==> src/rtl/tcb_lib_arbiter.sv <==
// Round-robin arbiter sharing one TCB subordinate among IFN managers.
// Produces the request-path grant/select and a response-path select that
// follows each accepted transfer through a DLY-deep pipeline. A manager can
// lock the bus for back-to-back transfers by asserting man_lck.
module tcb_lib_arbiter #(
  parameter  int IFN = 4,
  parameter  int DLY = 1,
  localparam int IDW = $clog2(IFN)
)(
  input  logic           clk,
  input  logic           rst,
  input  logic [IFN-1:0] man_vld,
  input  logic [IFN-1:0] man_lck,
  input  logic           sub_rdy,
  output logic [IFN-1:0] man_rdy,
  output logic           sub_vld,
  output logic [IDW-1:0] req_sel,
  output logic           rsp_vld,
  output logic [IDW-1:0] rsp_sel
);

  logic [IDW-1:0] ptr_q, ptr_d;
  logic           lck_act_q, lck_act_d;
  logic [IDW-1:0] lck_idx_q, lck_idx_d;
  logic [IDW-1:0] sel_q, sel_d;

  logic [IDW-1:0] gnt_idx;
  logic           gnt_vld;
  logic           xfer;
  logic [IDW:0]   sum;
  logic [IDW-1:0] cand;

  // Grant: locked owner wins outright; otherwise scan from ptr with wrap at IFN.
  always_comb begin
    gnt_idx = sel_q;
    gnt_vld = 1'b0;
    sum     = '0;
    cand    = '0;
    if (lck_act_q) begin
      gnt_idx = lck_idx_q;
      gnt_vld = man_vld[lck_idx_q];
    end else begin
      for (int k = 0; k < IFN; k++) begin
        // ptr < IFN and k < IFN, so one subtraction is enough to wrap
        sum = {1'b0, ptr_q} + (IDW+1)'(k);
        if (sum >= (IDW+1)'(IFN)) sum = sum - (IDW+1)'(IFN);
        cand = sum[IDW-1:0];
        if (!gnt_vld && man_vld[cand]) begin
          gnt_vld = 1'b1;
          gnt_idx = cand;
        end
      end
    end
  end

  // Outputs are forced quiet while reset is held, even with requests pending.
  assign req_sel = rst ? gnt_idx : '0;
  assign sub_vld = rst & gnt_vld;
  assign xfer    = sub_vld & sub_rdy;

  // Only the granted manager sees ready, and only when the handshake completes.
  always_comb begin
    man_rdy = '0;
    if (xfer) man_rdy[req_sel] = 1'b1;
  end

  // Next state: pointer advance and lock capture/release happen on a transfer.
  always_comb begin
    ptr_d     = ptr_q;
    lck_act_d = lck_act_q;
    lck_idx_d = lck_idx_q;
    sel_d     = sub_vld ? req_sel : sel_q;
    if (xfer) begin
      ptr_d     = (req_sel == IDW'(IFN-1)) ? '0 : req_sel + 1'b1;
      lck_act_d = man_lck[req_sel];
      if (man_lck[req_sel]) lck_idx_d = req_sel;
    end
  end

  // Arbiter state register.
  always_ff @(posedge clk or negedge rst) begin
    if (!rst) begin
      ptr_q     <= '0;
      lck_act_q <= 1'b0;
      lck_idx_q <= '0;
      sel_q     <= '0;
    end else begin
      ptr_q     <= ptr_d;
      lck_act_q <= lck_act_d;
      lck_idx_q <= lck_idx_d;
      sel_q     <= sel_d;
    end
  end

  generate
    if (DLY == 0) begin : g_nodly
      assign rsp_vld = xfer;
      assign rsp_sel = req_sel;
    end else begin : g_dly
      logic [DLY-1:0]          vld_pipe_q, vld_pipe_d;
      logic [DLY-1:0][IDW-1:0] idx_pipe_q, idx_pipe_d;

      // Fixed-delay shift of {transfer, owner}; no response backpressure.
      always_comb begin
        vld_pipe_d[0] = xfer;
        idx_pipe_d[0] = req_sel;
        for (int k = 1; k < DLY; k++) begin
          vld_pipe_d[k] = vld_pipe_q[k-1];
          idx_pipe_d[k] = idx_pipe_q[k-1];
        end
      end

      // Response pipeline register; reset discards in-flight responses.
      always_ff @(posedge clk or negedge rst) begin
        if (!rst) begin
          vld_pipe_q <= '0;
          idx_pipe_q <= '0;
        end else begin
          vld_pipe_q <= vld_pipe_d;
          idx_pipe_q <= idx_pipe_d;
        end
      end

      assign rsp_vld = vld_pipe_q[DLY-1];
      assign rsp_sel = idx_pipe_q[DLY-1];
    end
  endgenerate

endmodule
==> config.mk <==
export PLATFORM = sky130hd
export DESIGN_NAME = tcb_lib_arbiter
export DESIGN_NICKNAME = d
export VERILOG_FILES = /design/src/rtl/tcb_lib_arbiter.sv
export SDC_FILE = /design/constraint.sdc
export NUM_CORES = 1
export LEC_CHECK = 0
export CORE_ASPECT_RATIO = 0.6
export CORE_MARGIN = 1.5
export CORE_UTILIZATION = 25
export CTS_BUF_LIST = sky130_fd_sc_hd__clkbuf_2
export DETAILED_ROUTE_END_ITERATION = 10
export HOLD_SLACK_MARGIN = 0.15
export PLACE_DENSITY_LB_ADDON = 0.15
export SYNTH_ARGS = -nofsm -noshare
export SYNTH_HDL_FRONTEND = slang
export SYNTH_SLANG_ARGS = --single-unit
==> constraint.sdc <==
create_clock -name clk -period 3.3 [get_ports clk]
set_input_delay 0.33 -clock clk [delete_from_list [all_inputs] [get_ports clk]]
set_output_delay 0.33 -clock clk [all_outputs]
set_load 0.005 [all_outputs]
* After elaboration in Yosys (flattened, before gate mapping)
Cells that the tools add are included. W data, S select, Z words.
Operators by class: add/sub/neg operators 8, order comparisons 11, equality and inequality tests 1, muxes and demuxes 38, bitwise gates (word level) 2, reductions and logical operators 8
Operators with widths (count):
- $mux W2 | 15
- $lt A2 B3 Y1 const B | 6
- $mux W1 | 15
- $bmux W1 S2 | 6
- $ge A3 B3 Y1 const B | 3
- $sub A2 B1 Y2 const B | 4
- $add A2 B2 Y3 const B | 2
- $logic_and A1 B1 Y1 | 4
- $mux W4 | 1
- $add A2 B1 Y3 const B | 1
- $ge A2 B3 Y1 const B | 1
- $logic_not A1 Y1 | 3
- $add A2 B1 Y2 const B | 1
- $and A1 B1 Y1 | 2
- $demux W1 S2 | 1
- $eq A2 B2 Y1 const B | 1
- $ge A2 B1 Y1 const B | 1
- $reduce_and A2 Y1 | 1
Storage, ports and cells: bits in registers 10, logic and storage cells 74

* Depth between registers and ports, before layout
Gate-level depths: netlist of the first run.
depth in word-level cells 25, mapped depth 11, gate-level depth less buffers 9

* Least setup slack after synthesis of the first run
No wires, ideal clock.
path type reg-to-output, start point register ptr_q[1], end point output port man_rdy[2], arrival 2.093 ns, path slack 0.877 ns, stages on the path, launching flop included 10, buffers on the path 1, cells stage by stage dfrtp_1 -> buf_2 -> and3b_1 -> a21o_1 -> a211o_1 -> a211o_1 -> o21ai_2 -> inv_1 -> ha_1 -> and2_2
Between the ends: longest elaborated chain between the ends 25
RTL lines:
- start, declared | RTL line 22 | logic [IDW-1:0] ptr_q, ptr_d;
- start signal, assigned | RTL line 88 | ptr_q <= ptr_d;
- $ge A2 B3 Y1 / $sub A2 B1 Y2 (equally long branches) | RTL line 46 | if (sum >= (IDW+1)'(IFN)) sum = sum - (IDW+1)'(IFN);
- $mux W2 | RTL line 46
- $mux W2 | RTL line 39 | if (lck_act_q) begin
- $bmux W1 S2 | RTL line 48 | if (!gnt_vld && man_vld[cand]) begin
- $mux W1 (not written as such) | RTL line 48
- $mux W1 | RTL line 48
- $mux W1 | RTL line 39
- $logic_not A1 Y1 | RTL line 48
- [... 10 more ...]
- $mux W2 (*) | RTL line 39
- $mux W2 (*) | RTL line 57 | assign req_sel = rst ? gnt_idx : '0;
- net req_sel[0] | RTL line 17 | output logic [IDW-1:0] req_sel,
- $lt A2 B3 Y1 (not written as such) / $ge A2 B1 Y1 (equally long branches) | RTL line 64 | if (xfer) man_rdy[req_sel] = 1'b1;
- $logic_and A1 B1 Y1 (not written as such) | RTL line 64
- $mux W1 (not written as such) | RTL line 64
- $demux W1 S2 (*) | RTL line 64
- $mux W4 (*) | RTL line 64
- end, declared | RTL line 15 | output logic [IFN-1:0] man_rdy,
Mark *: on every way through the listed nets, which the timed path passes. The rest lies on a longest branch. The select of a mux whose other input is x is not followed.

* Worst setup path after layout of the first run
start point register ptr_q[0], end point output port man_rdy[2]
Between the ends: longest elaborated chain between the ends 25
RTL lines (RTL line):
- $ge A2 B3 Y1 / $sub A2 B1 Y2 (equally long branches) | 46
- $mux W2 | 46
- $mux W2 | 39
- $bmux W1 S2 | 48
- $mux W1 (not written as such) | 48
- $mux W1 | 48
- $mux W1 | 39
- $logic_not A1 Y1 | 48
- [... 9 more ...]
- $mux W2 | 48
- $mux W2 | 39
- $mux W2 | 57
- $lt A2 B3 Y1 (not written as such) / $ge A2 B1 Y1 (equally long branches) | 64
- $logic_and A1 B1 Y1 (not written as such) | 64
- $mux W1 (not written as such) | 64
- $demux W1 S2 | 64
- $mux W4 (*) | 64
Every way passes the cells marked *; elsewhere a longest branch is shown, timed or not. The select of a mux whose other input is x is not followed.

==> impl_results.md, run 1 <==
- Final Cell Area: 1610 um^2
- Die H: 53.5 um
- Input/output buffers: 20
- Critical Path AT: 2820 ps
- Synth Instances: 119
- Placed cell areas: 1480 um^2
- Die area: 4660 um^2
- N_diodes: 0
- Worst Tran Pin Value: 382 ps
- Area grow syn2layout: 52.1%
- Syn nets: 134
- R2R setup slack: 690 ps
- Delay of the slowest critical-path stage: 480 ps
- Worst-path clk slew: 100 ps
- Nets: 186
- Die width: 87.1 um
- Drt wl/cell: 14.4 um
- Gr usage total: 15.0%
- Final slew viol count: 0
- CTS Buffer Depth: 2
- Placed insts: 217
- Post-layout util: 39.4%
- Cell Rows: 18
- Clk Latency, worst-skew pair: 280 ps
- Share of layout cells above drive strength 1: 40.0%
- WP data required: 2970 ps
- Critical Path Source Type: flop
- Seq cells post-synth: 10
- H-tree Lvls: 1
- Vias: 1,090
- Relative slew slack: 74.3%
- Drt pass-1 iters: 4
- Critical path's most frequent cell: buf_4
- Post-synthesis sequential area ratio: 23.6%
- Avg Inst Size Synth: 8.92 um^2
- WL final: 3.31 mm
- First-pass GRT wire length: 5.11 mm
- Outcome: completed
- CTS tree: done
- CTS buffer count: 3
- Worst path cell trace: and3b_1 -> a21o_1 -> a211o_1 -> buf_4 -> o21ai_2 -> nand2_2 -> buf_4 -> ha_1 -> and2_2 -> clkdlybuf4s50_1
- Initial Util: 25.9%
- Synth top area share: 23.6%
- Mapped cell area: 1060 um^2
- PwrDens: 700 nW/um^2
- Residual DRC: 0
- Core area: 4100 um^2
- Fmax: 318 MHz
- Reg-to-Reg Start: ptr_q[1]$_DFFE_PN0P_
- Setup TNS Final: 0 ps
- Final worst-path cycle share: 95.3%
- HPWL after DPL: 2.42 mm
- Final setup viols: 0
- Non-filler cells, final: 230
- FF-to-FF End: lck_act_q$_DFFE_PN0P_
- Antenna-violating nets left: 0
- Initial antenna violation count: 0
- CTS Sinks: 10
- Worst hold slack: 276 ps
- Yosys warns: 0
- Routability cong.: 0.853
- Max-cap violations: 0
- Worst R2R Path Depth: 11
- Final hold vios: 0
- Hold-fix buffers at CTS: 0
- Clock Tree Root: clkbuf_2
- Slowest cell on the critical path: dfrtp_2
- Number of synthesized flops with an enable pin: 0
- Grt ovf: 0
- Synth area leader: dfrtp_1
- CP Class: flop to output pin
- Most used DFF post-synth: dfrtp_1
- Largest net degree at the start of global routing: 17
- Tmin final: 3150 ps
- Hold WC Path Type: input port to async pin
- Max IR drop VDD: 259 uV
- Async SR Flop Fraction: 100%
- Vias in the first global route: 966
- Clock skew: 13.9 ps
- CP Capture Type: output pin
- Leading post-synthesis cells by cell area: dfrtp_1 24%, ha_1 4.7%, nor2_1 4.6%
- Family with the most delay on the worst path: buffers and inverters
- Crit Path Max Fanout: 7
- WP buf/inv: 3
- 1st-iter DRT viols: 83
- Static leakage: 0.748 nW
- Top-Level Pins: 21
- Via density: 4.74
- Netlist cell types: 53
metal layers:
layer	up-vias	GRT usage, %	wire (um)
met5	-	0	0
met2	33	19.5	1340
met1	513	23.6	1780
met4	0	3.17	14
met3	2	3.90	164
li1	542	-	-
layout by cell type, fill, tap and decap left out, types with 2 or more instances in the layout:
cell type,netlist,layout
a211o_1,4,4
nor2_1,13,13
and3b_1,4,4
and2_2,4,4
o21ai_2,2,3
nand2_1,3,3
clkdlybuf4s50_1,0,16
dlymetal6s2s_1,0,3
and3_1,3,2
dfrtp_2,0,2
inv_1,7,5
a21oi_1,8,8
mux2_2,2,2
nor3_1,2,2
buf_4,2,33
dfrtp_1,10,8
ha_1,4,4
clkbuf_2,0,3
a32oi_1,2,2
o21ai_0,5,4
nor3b_2,2,3
inv_2,0,2
o31ai_1,2,2
metrics by stage:
stage | setup WS [ps] | power, W
2_1_floorplan | 877 | 0.000634
3_3_place_gp | -16.5 | 0.000934
3_5_place_dp | -26.2 | 0.000930
4_1_cts | 54.2 | 0.00105
5_1_grt | -32.3 | 0.00123
6_report | 154 | 0.00113
cell type report:
type | instances | area (um^2)
timing repair buffer | 56 | 490
clock inverter | 1 | 3.75
multi-input combinational | 92 | 742
inverter | 8 | 35.0
tap | 60 | 75.1
fill | 437 | 2480
sequential | 10 | 253
clock buffer | 3 | 15.0
registers in the layout, summed over array words and instances (netlist names):
name / count
sel_q: 2
lck_act_q: 1
ptr_q: 2
rsp_vld: 1
lck_idx_q: 2
rsp_sel: 2
where the power goes:
group / internal (W) / leakage [nW] / switching [W] / total, W
clock: 0.0000263 / 0.0140 / 0.0000492 / 0.0000755
combinational: 0.000447 / 0.613 / 0.000358 / 0.000805
sequential: 0.000180 / 0.121 / 0.0000697 / 0.000249
total: 0.000653 / 0.748 / 0.000477 / 0.00113
Yosys cell counts, drive strengths merged (2+ instances only):
cell type	count
and3b	4
a32oi	2
nor3b	4
o21ai	8
a21oi	8
buf	8
nor3	2
and3	3
mux4	2
o31ai	2
a211o	4
mux2	3
and2	5
inv	8
dfrtp	10
nor2	13
nand2	5
ha	4
worst max-delay path by stage:
stage                         startpoint    endpoint  depth (start not counted)
detailed placement            man_vld[3]  man_rdy[0]                         10
global route        ptr_q[1]$_DFFE_PN0P_  man_rdy[0]                         11
finish              ptr_q[0]$_DFFE_PN0P_  man_rdy[2]                         10
global placement              man_vld[3]  man_rdy[2]                         10
CTS                           man_vld[1]  man_rdy[2]                          9
floorplan           ptr_q[1]$_DFFE_PN0P_  man_rdy[2]                          9
what timing repair did:
action	4_1_cts	5_1_grt
buffers inserted	4	5
hold endpoints to repair	0	0
endpoints found under the setup margin	4	4
pin swaps	0	4
gates resized for setup	4	14
worst reg2reg max path, stage by stage, from the launching register on:
cell       delay [ps]
dfrtp_2           460
buf_4             170
or4b_1            520
a2bb2oi_1         150
a211o_1           250
and3_2            240
nand2_8            90
inv_6              30
buf_4             150
o211ai_2           70
a21oi_1            80
a211o_1           280
kinds of logic after synthesis:
logic type / share of synthesized area, %
flops: 23.6
mux: 8.61
buf+inv: 9.08
compound gates: 25.0
fa+ha+maj: 4.72
simple gates: 29.0
Power figures use the tool's default switching activity.
==> run 2, diff against run 1 <==
- CORE_MARGIN: 1.5 -> unset
- CTS_BUF_LIST: sky130_fd_sc_hd__clkbuf_2 -> sky130_fd_sc_hd__clkbuf_4 sky130_fd_sc_hd__clkbuf_8 sky130_fd_sc_hd__clkbuf_16
==> run 2 against run 1 <==
  * Sequential power increased by 8%
  * Utilization rose by 2.4 points
  * Clock skew shrank 13 ps
  * Largest power group unchanged
  * Combinational power down 8.2%
  * Non-clock buffer count did not move
  * Routed wire length fell by 6.2%
==> impl_results.md, run 2 (synthesis gave the netlist of run 1 again) <==
- WP data required: 2970 ps (about the same)
- Top layer in use: met3 (was met4)
- CP Class: input port to output pin (was flop to output pin)
- Met3 wire len: 254 um (was 164 um)
- Routability cong.: 0.875 (was 0.853)
- Clk Latency, worst-skew pair: 240 ps (was 280 ps)
- Largest net degree at the start of global routing: 18 (was 17)
- Crit path to: man_rdy[2] (unchanged)
- Max-cap violations: 0 (unchanged)
- Met1 WL: 1.65 mm (was 1.78 mm)
- Worst-path clk slew: 50 ps (was 100 ps)
- FF-to-FF End: lck_act_q$_DFFE_PN0P_ (unchanged)
- Static leakage: 0.739 nW (was 0.748 nW)
- Reg-to-Reg Start: ptr_q[1]$_DFFE_PN0P_ (unchanged)
- Core area: 3870 um^2 (was 4100 um^2)
- CTS Sinks: 10 (unchanged)
- Initial antenna violation count: 0 (unchanged)
- N_diodes: 0 (unchanged)
- First-pass GRT wire length: 5.02 mm (was 5.11 mm)
- Grt ovf: 0 (unchanged)
- Vias: 1,104 (was 1,090)
- Vias in the first global route: 962 (was 966)
- Post-layout util: 41.8% (was 39.4%)
- CTS Buffer Depth: 2 (unchanged)
- H-tree Lvls: 1 (unchanged)
- Final hold vios: 0 (unchanged)
- Critical path's most frequent cell: buf_4 (unchanged)
- R2R setup slack: 720 ps (was 690 ps)
- Commonest non-fill, non-tap cell in the layout: buf_4 (unchanged)
- Die width: 86.1 um (was 87.1 um)
- Input/output buffers: 20 (unchanged)
- CTS tree: done (unchanged)
- Die area: 4520 um^2 (was 4660 um^2)
- Setup TNS Final: 0 ps (unchanged)
- Delay of the slowest critical-path stage: 490 ps (was 480 ps)
- Clock skew: 1.12 ps (was 13.9 ps)
- Worst Tran Pin Value: 380 ps (was 382 ps)
- CTS buffer count: 3 (unchanged)
- Gr usage total: 14.9% (was 15.0%)
- Final slew viol count: 0 (unchanged)
- Setup slack at placement: -136 ps (was -26.2 ps)
- Critical path origin: man_vld[2] (was ptr_q[0]$_DFFE_PN0P_)
- Final worst-path cycle share: 96.2% (was 95.3%)
- HPWL after DPL: 2.38 mm (was 2.42 mm)
- Die H: 52.5 um (was 53.5 um)
- Via density: 4.88 (was 4.74)
- CP Capture Type: output pin (unchanged)
- Top-Level Pins: 21 (unchanged)
- Share of layout cells above drive strength 1: 37.3% (was 40.0%)
- Critical Path Source Type: input port (was flop)
- Worst R2R Path Depth: 11 (unchanged)
- Non-filler cells, final: 226 (was 230)
- Residual DRC: 0 (unchanged)
- Critical Path AT: 2840 ps (was 2820 ps)
- Clock Tree Root: clkbuf_8 (was clkbuf_2)
- 1st-iter DRT viols: 66 (was 83)
- Drt pass-1 iters: 4 (unchanged)
- Antenna-violating nets left: 0 (unchanged)
- WL final: 3.10 mm (was 3.31 mm)
- Max IR drop VDD: 245 uV (was 259 uV)
- Worst path cell trace: clkdlybuf4s50_1 -> buf_4 -> buf_4 -> a21o_1 -> a211o_1 -> buf_4 -> a22oi_2 -> o21ai_4 -> inv_2 -> ha_1 -> and2_2 -> clkdlybuf4s50_1 (was and3b_1 -> a21o_1 -> a211o_1 -> buf_4 -> o21ai_2 -> nand2_2 -> buf_4 -> ha_1 -> and2_2 -> clkdlybuf4s50_1)
- Final setup viols: 0 (unchanged)
- Tmin final: 3170 ps (was 3150 ps)
- RSZ-0062 raised after global routing: no
- Metal2 WL: 1.20 mm (was 1.34 mm)
- Fmax: 315 MHz (was 318 MHz)
- Most frequent cells in the layout: 34 x buf_4, 17 x clkdlybuf4s50_1, 13 x nor2_1 (was 33 x buf_4, 16 x clkdlybuf4s50_1, 13 x nor2_1)
- Placed insts: 217 (unchanged)
- Hold WC Path Type: input port to async pin (unchanged)
- Final WS setup: 126 ps (was 154 ps)
- Nets: 186 (unchanged)
- PwrDens: 702 nW/um^2 (was 700 nW/um^2)
- Relative slew slack: 74.5% (was 74.3%)
- Outcome: completed (unchanged)
- Worst hold slack: 322 ps (was 276 ps)
- Crit Path Max Fanout: 5 (was 7)
- Initial Util: 27.4% (was 25.9%)
- Area grow syn2layout: 52.5% (was 52.1%)
- Drt wl/cell: 13.7 um (was 14.4 um)
- Cell Rows: 17 (was 18)
- Slowest cell on the critical path: clkdlybuf4s50_1 (was dfrtp_2)
- Hold-fix buffers at CTS: 0 (unchanged)
run 2: how the worst min path moves through the flow:
stage | depth (start not counted) | from | to | slack, ps
final | 1 | rst | lck_idx_q[0]$_DFFE_PN0P_ | 320
after global placement | 2 | sel_q[1]$_DFFE_PN0P_ | sel_q[1]$_DFFE_PN0P_ | 530
after CTS | 1 | rst | lck_idx_q[0]$_DFFE_PN0P_ | 330
after global routing | 1 | rst | lck_idx_q[0]$_DFFE_PN0P_ | 340
after detailed placement | 2 | sel_q[1]$_DFFE_PN0P_ | sel_q[1]$_DFFE_PN0P_ | 530
after floorplan | 0 | rst | lck_act_q$_DFFE_PN0P_ | 30
run 2: report_power, final:
group,switching [W],total [W],leakage [nW],internal (W)
registers,0.0000875,0.000268,0.121,0.000181
logic,0.000311,0.000739,0.597,0.000428
clock network,0.0000487,0.000129,0.0216,0.0000800
run 2: worst max-delay path, delay by kind of cell:
family                     cells  cell delay, ps
buffers and inverters          6            1430
AOI/OAI and AO/OA              4             820
adders and majority gates      1             130
and+or+nand+nor                1             130
run 2: metal layers:
metal | vias to the layer above | track usage, %
li1 | 544 | -
met2 | 38 | 19.2
met5 | - | 0
met4 | 0 | 4.17
met1 | 522 | 23.0
met3 | 0 | 4.41
run 2: stage by stage:
step                area, um^2  power (W)
floorplan                 1060   0.000634
global placement          1500   0.000923
detailed placement        1500   0.000917
CTS                       1550    0.00107
global route              1620    0.00123
finish                    1620    0.00114
run 2: area by class of cell:
| type | count | area, um^2 |
|---|---|---|
| Fill cell | 404 | 2250 |
| Timing Repair Buffer | 56 | 490 |
| Tap cell | 57 | 71.3 |
| Multi-Input combinational cell | 92 | 727 |
| Inverter | 8 | 35.0 |
| Clock buffer | 3 | 41.3 |
| Sequential cell | 10 | 253 |
run 2: repair_timing:
| item | in CTS | in global routing |
|---|---|---|
| endpoints found under the setup margin | 4 | 4 |
| pin swaps | 0 | 4 |
| gates resized for setup | 4 | 6 |
| buffers inserted | 0 | 6 |
==> run 3, diff against run 2 <==
- CORE_ASPECT_RATIO: 0.6 -> unset
- CORE_UTILIZATION: 25 -> 51
==> run 3 against run 2 <==
  * Non-clock buffer count shrank 8
  * Maximum frequency shrank 0.38%
  * Highest routed layer is now met4
  * Combinational power grew 0.9%
  * Total power shrank 2.4%
  * First-iteration DRC count shrank 61%
  * Hold slack gained 130 ps
  * Global-route usage grew 13 points
  * Critical path type unchanged
  * Critical path depth shrank 1
  * Final cell count shrank 16%
  * Via count shrank 0.82%
==> impl_results.md, run 3 (synthesis gave the netlist of run 1 again) <==
- Top-Level Pins: 21 (unchanged)
- Final slew viol count: 0 (unchanged)
- WP data required: 2970 ps (about the same)
- Met1 WL: 1.32 mm (was 1.65 mm)
- Metal2 WL: 1.62 mm (was 1.20 mm)
- Final worst-path cycle share: 96.5% (was 96.2%)
- Reg area: 255 um^2 (was 253 um^2)
- Antenna-violating nets left: 0 (unchanged)
- CP Class: input port to output pin (unchanged)
- First-pass GRT wire length: 4.26 mm (was 5.02 mm)
- Via density: 5.79 (was 4.88)
- Final Cell Area: 1500 um^2 (was 1620 um^2)
- Worst hold slack: 452 ps (was 322 ps)
- CP Capture Type: output pin (unchanged)
- Share of layout cells above drive strength 1: 35.2% (was 37.3%)
- Final setup viols: 0 (unchanged)
- Crit Path Max Fanout: 10 (was 5)
- PwrDens: 740 nW/um^2 (was 702 nW/um^2)
- Outcome: completed (unchanged)
- Worst R2R Path Depth: 9 (was 11)
- Hold WC Path Type: input port to async pin (unchanged)
- Critical path origin: man_vld[0] (was man_vld[2])
- Max-cap violations: 0 (unchanged)
- Worst path cell trace: clkdlybuf4s50_1 -> buf_4 -> and3_1 -> a211o_1 -> buf_4 -> o21ai_2 -> nand2_2 -> inv_2 -> ha_1 -> and2_2 -> clkdlybuf4s50_1 (was clkdlybuf4s50_1 -> buf_4 -> buf_4 -> a21o_1 -> a211o_1 -> buf_4 -> a22oi_2 -> o21ai_4 -> inv_2 -> ha_1 -> and2_2 -> clkdlybuf4s50_1)
- Die width: 47.6 um (was 86.1 um)
- WP buf/inv: 5 (was 6)
- Family with the most delay on the worst path: buffers and inverters (unchanged)
- Residual DRC: 0 (unchanged)
- Gr usage total: 28.2% (was 14.9%)
- Routability cong.: 0.904 (was 0.875)
- Placed cell areas: 1410 um^2 (was 1500 um^2)
- WL final: 3.16 mm (was 3.10 mm)
- CTS Sinks: 10 (unchanged)
- Static leakage: 0.681 nW (was 0.739 nW)
- Most frequent cells in the layout: 26 x buf_4, 18 x clkdlybuf4s50_1, 13 x nor2_1 (was 34 x buf_4, 17 x clkdlybuf4s50_1, 13 x nor2_1)
- Cell Rows: 16 (was 17)
- Nets: 178 (was 186)
- Drt wl/cell: 16.7 um (was 13.7 um)
- Clock Tree Root: clkbuf_4 (was clkbuf_8)
- Final hold vios: 0 (unchanged)
- Relative slew slack: 74.7% (was 74.5%)
- Crit path to: man_rdy[1] (was man_rdy[2])
- Post-layout util: 76.4% (was 41.8%)
- Input/output buffers: 20 (unchanged)
- Tmin final: 3190 ps (was 3170 ps)
- Placed insts: 180 (was 217)
- 1st-iter DRT viols: 26 (was 66)
- Slowest cell on the critical path: clkdlybuf4s50_1 (unchanged)
- Fmax: 314 MHz (was 315 MHz)
- FF-to-FF End: lck_idx_q[1]$_DFFE_PN0P_ (was lck_act_q$_DFFE_PN0P_)
- Area grow syn2layout: 41.3% (was 52.5%)
- Initial antenna violation count: 0 (unchanged)
- HPWL after DPL: 2.26 mm (was 2.38 mm)
- Grt ovf: 0 (unchanged)
- Clk Latency, worst-skew pair: 280 ps (was 240 ps)
- Vias: 1,095 (was 1,104)
- Top layer in use: met4 (was met3)
- Vias in the first global route: 955 (was 962)
- Delay of the slowest critical-path stage: 520 ps (was 490 ps)
- Worst-path clk slew: 70 ps (was 50 ps)
- Largest net degree at the start of global routing: 21 (was 18)
- H-tree Lvls: 1 (unchanged)
- Area of the multi-input gates: 727 um^2 (unchanged)
- CTS Buffer Depth: 2 (unchanged)
- R2R setup slack: 720 ps (about the same)
- Clock skew: 2.97 ps (was 1.12 ps)
- CTS tree: done (unchanged)
- Reg-to-Reg Start: ptr_q[1]$_DFFE_PN0P_ (unchanged)
- Met3 wire len: 108 um (was 254 um)
- Non-filler cells, final: 189 (was 226)
- Critical Path Source Type: input port (unchanged)
- Drt pass-1 iters: 4 (unchanged)
- Die area: 2270 um^2 (was 4520 um^2)
- WP depth: 11 (was 12)
- N_diodes: 0 (unchanged)
- Final-layout fill cell count: 149 (was 404)
- Worst Tran Pin Value: 375 ps (was 380 ps)
- CTS buffer count: 3 (unchanged)
- Commonest non-fill, non-tap cell in the layout: buf_4 (unchanged)
- Core area: 1960 um^2 (was 3870 um^2)
- Initial Util: 54.1% (was 27.4%)
- Max IR drop VDD: 454 uV (was 245 uV)
- Die H: 47.6 um (was 52.5 um)
- Critical Path AT: 2860 ps (was 2840 ps)
[run 3: stage by stage]
stage	power [W]	worst slack (ps)	setup TNS (ps)
3_3_place_gp	0.000883	20.6	0
6_report	0.00111	114	0
3_5_place_dp	0.000912	-55.7	-151
2_1_floorplan	0.000634	877	0
4_1_cts	0.00104	28.1	0
5_1_grt	0.00118	-0.478	-0.478
[run 3: per-layer routing]
| metal | vias up | track usage [%] |
|---|---|---|
| met3 | 11 | 4.91 |
| met1 | 517 | 31.5 |
| li1 | 526 | - |
| met4 | 0 | 20.6 |
| met5 | - | 0 |
| met2 | 41 | 48.2 |
[run 3: layout make-up]
class / count / share of cell area (%)
clock buffers: 4 / 2.42
inverters: 8 / 2.34
well taps: 27 / 2.25
flip-flops and latches: 10 / 17.0
repair buffers: 48 / 27.5
multi-input cells: 92 / 48.5
[run 3: timing repair]
| action | CTS | global route |
|---|---|---|
| hold buffers | 0 | 0 |
| gates resized for setup | 4 | 8 |
| setup endpoints to repair | 4 | 4 |
| buffers inserted | 0 | 5 |
[run 3: worst min path at each step]
stage | slack [ps] | to | from | cells past startpoint
CTS | 430 | ptr_q[0]$_DFFE_PN0P_ | rst | 2
detailed placement | 530 | sel_q[1]$_DFFE_PN0P_ | sel_q[1]$_DFFE_PN0P_ | 2
global placement | 510 | sel_q[1]$_DFFE_PN0P_ | sel_q[1]$_DFFE_PN0P_ | 2
floorplan | 30 | lck_act_q$_DFFE_PN0P_ | rst | 0
finish | 450 | sel_q[0]$_DFFE_PN0P_ | rst | 2
global route | 450 | sel_q[1]$_DFFE_PN0P_ | rst | 2
[run 3: power breakdown]
part	switching [W]	internal, W
Combinational	0.000349	0.000397
Sequential	0.0000653	0.000183
Clock	0.0000471	0.0000672
Total	0.000461	0.000648
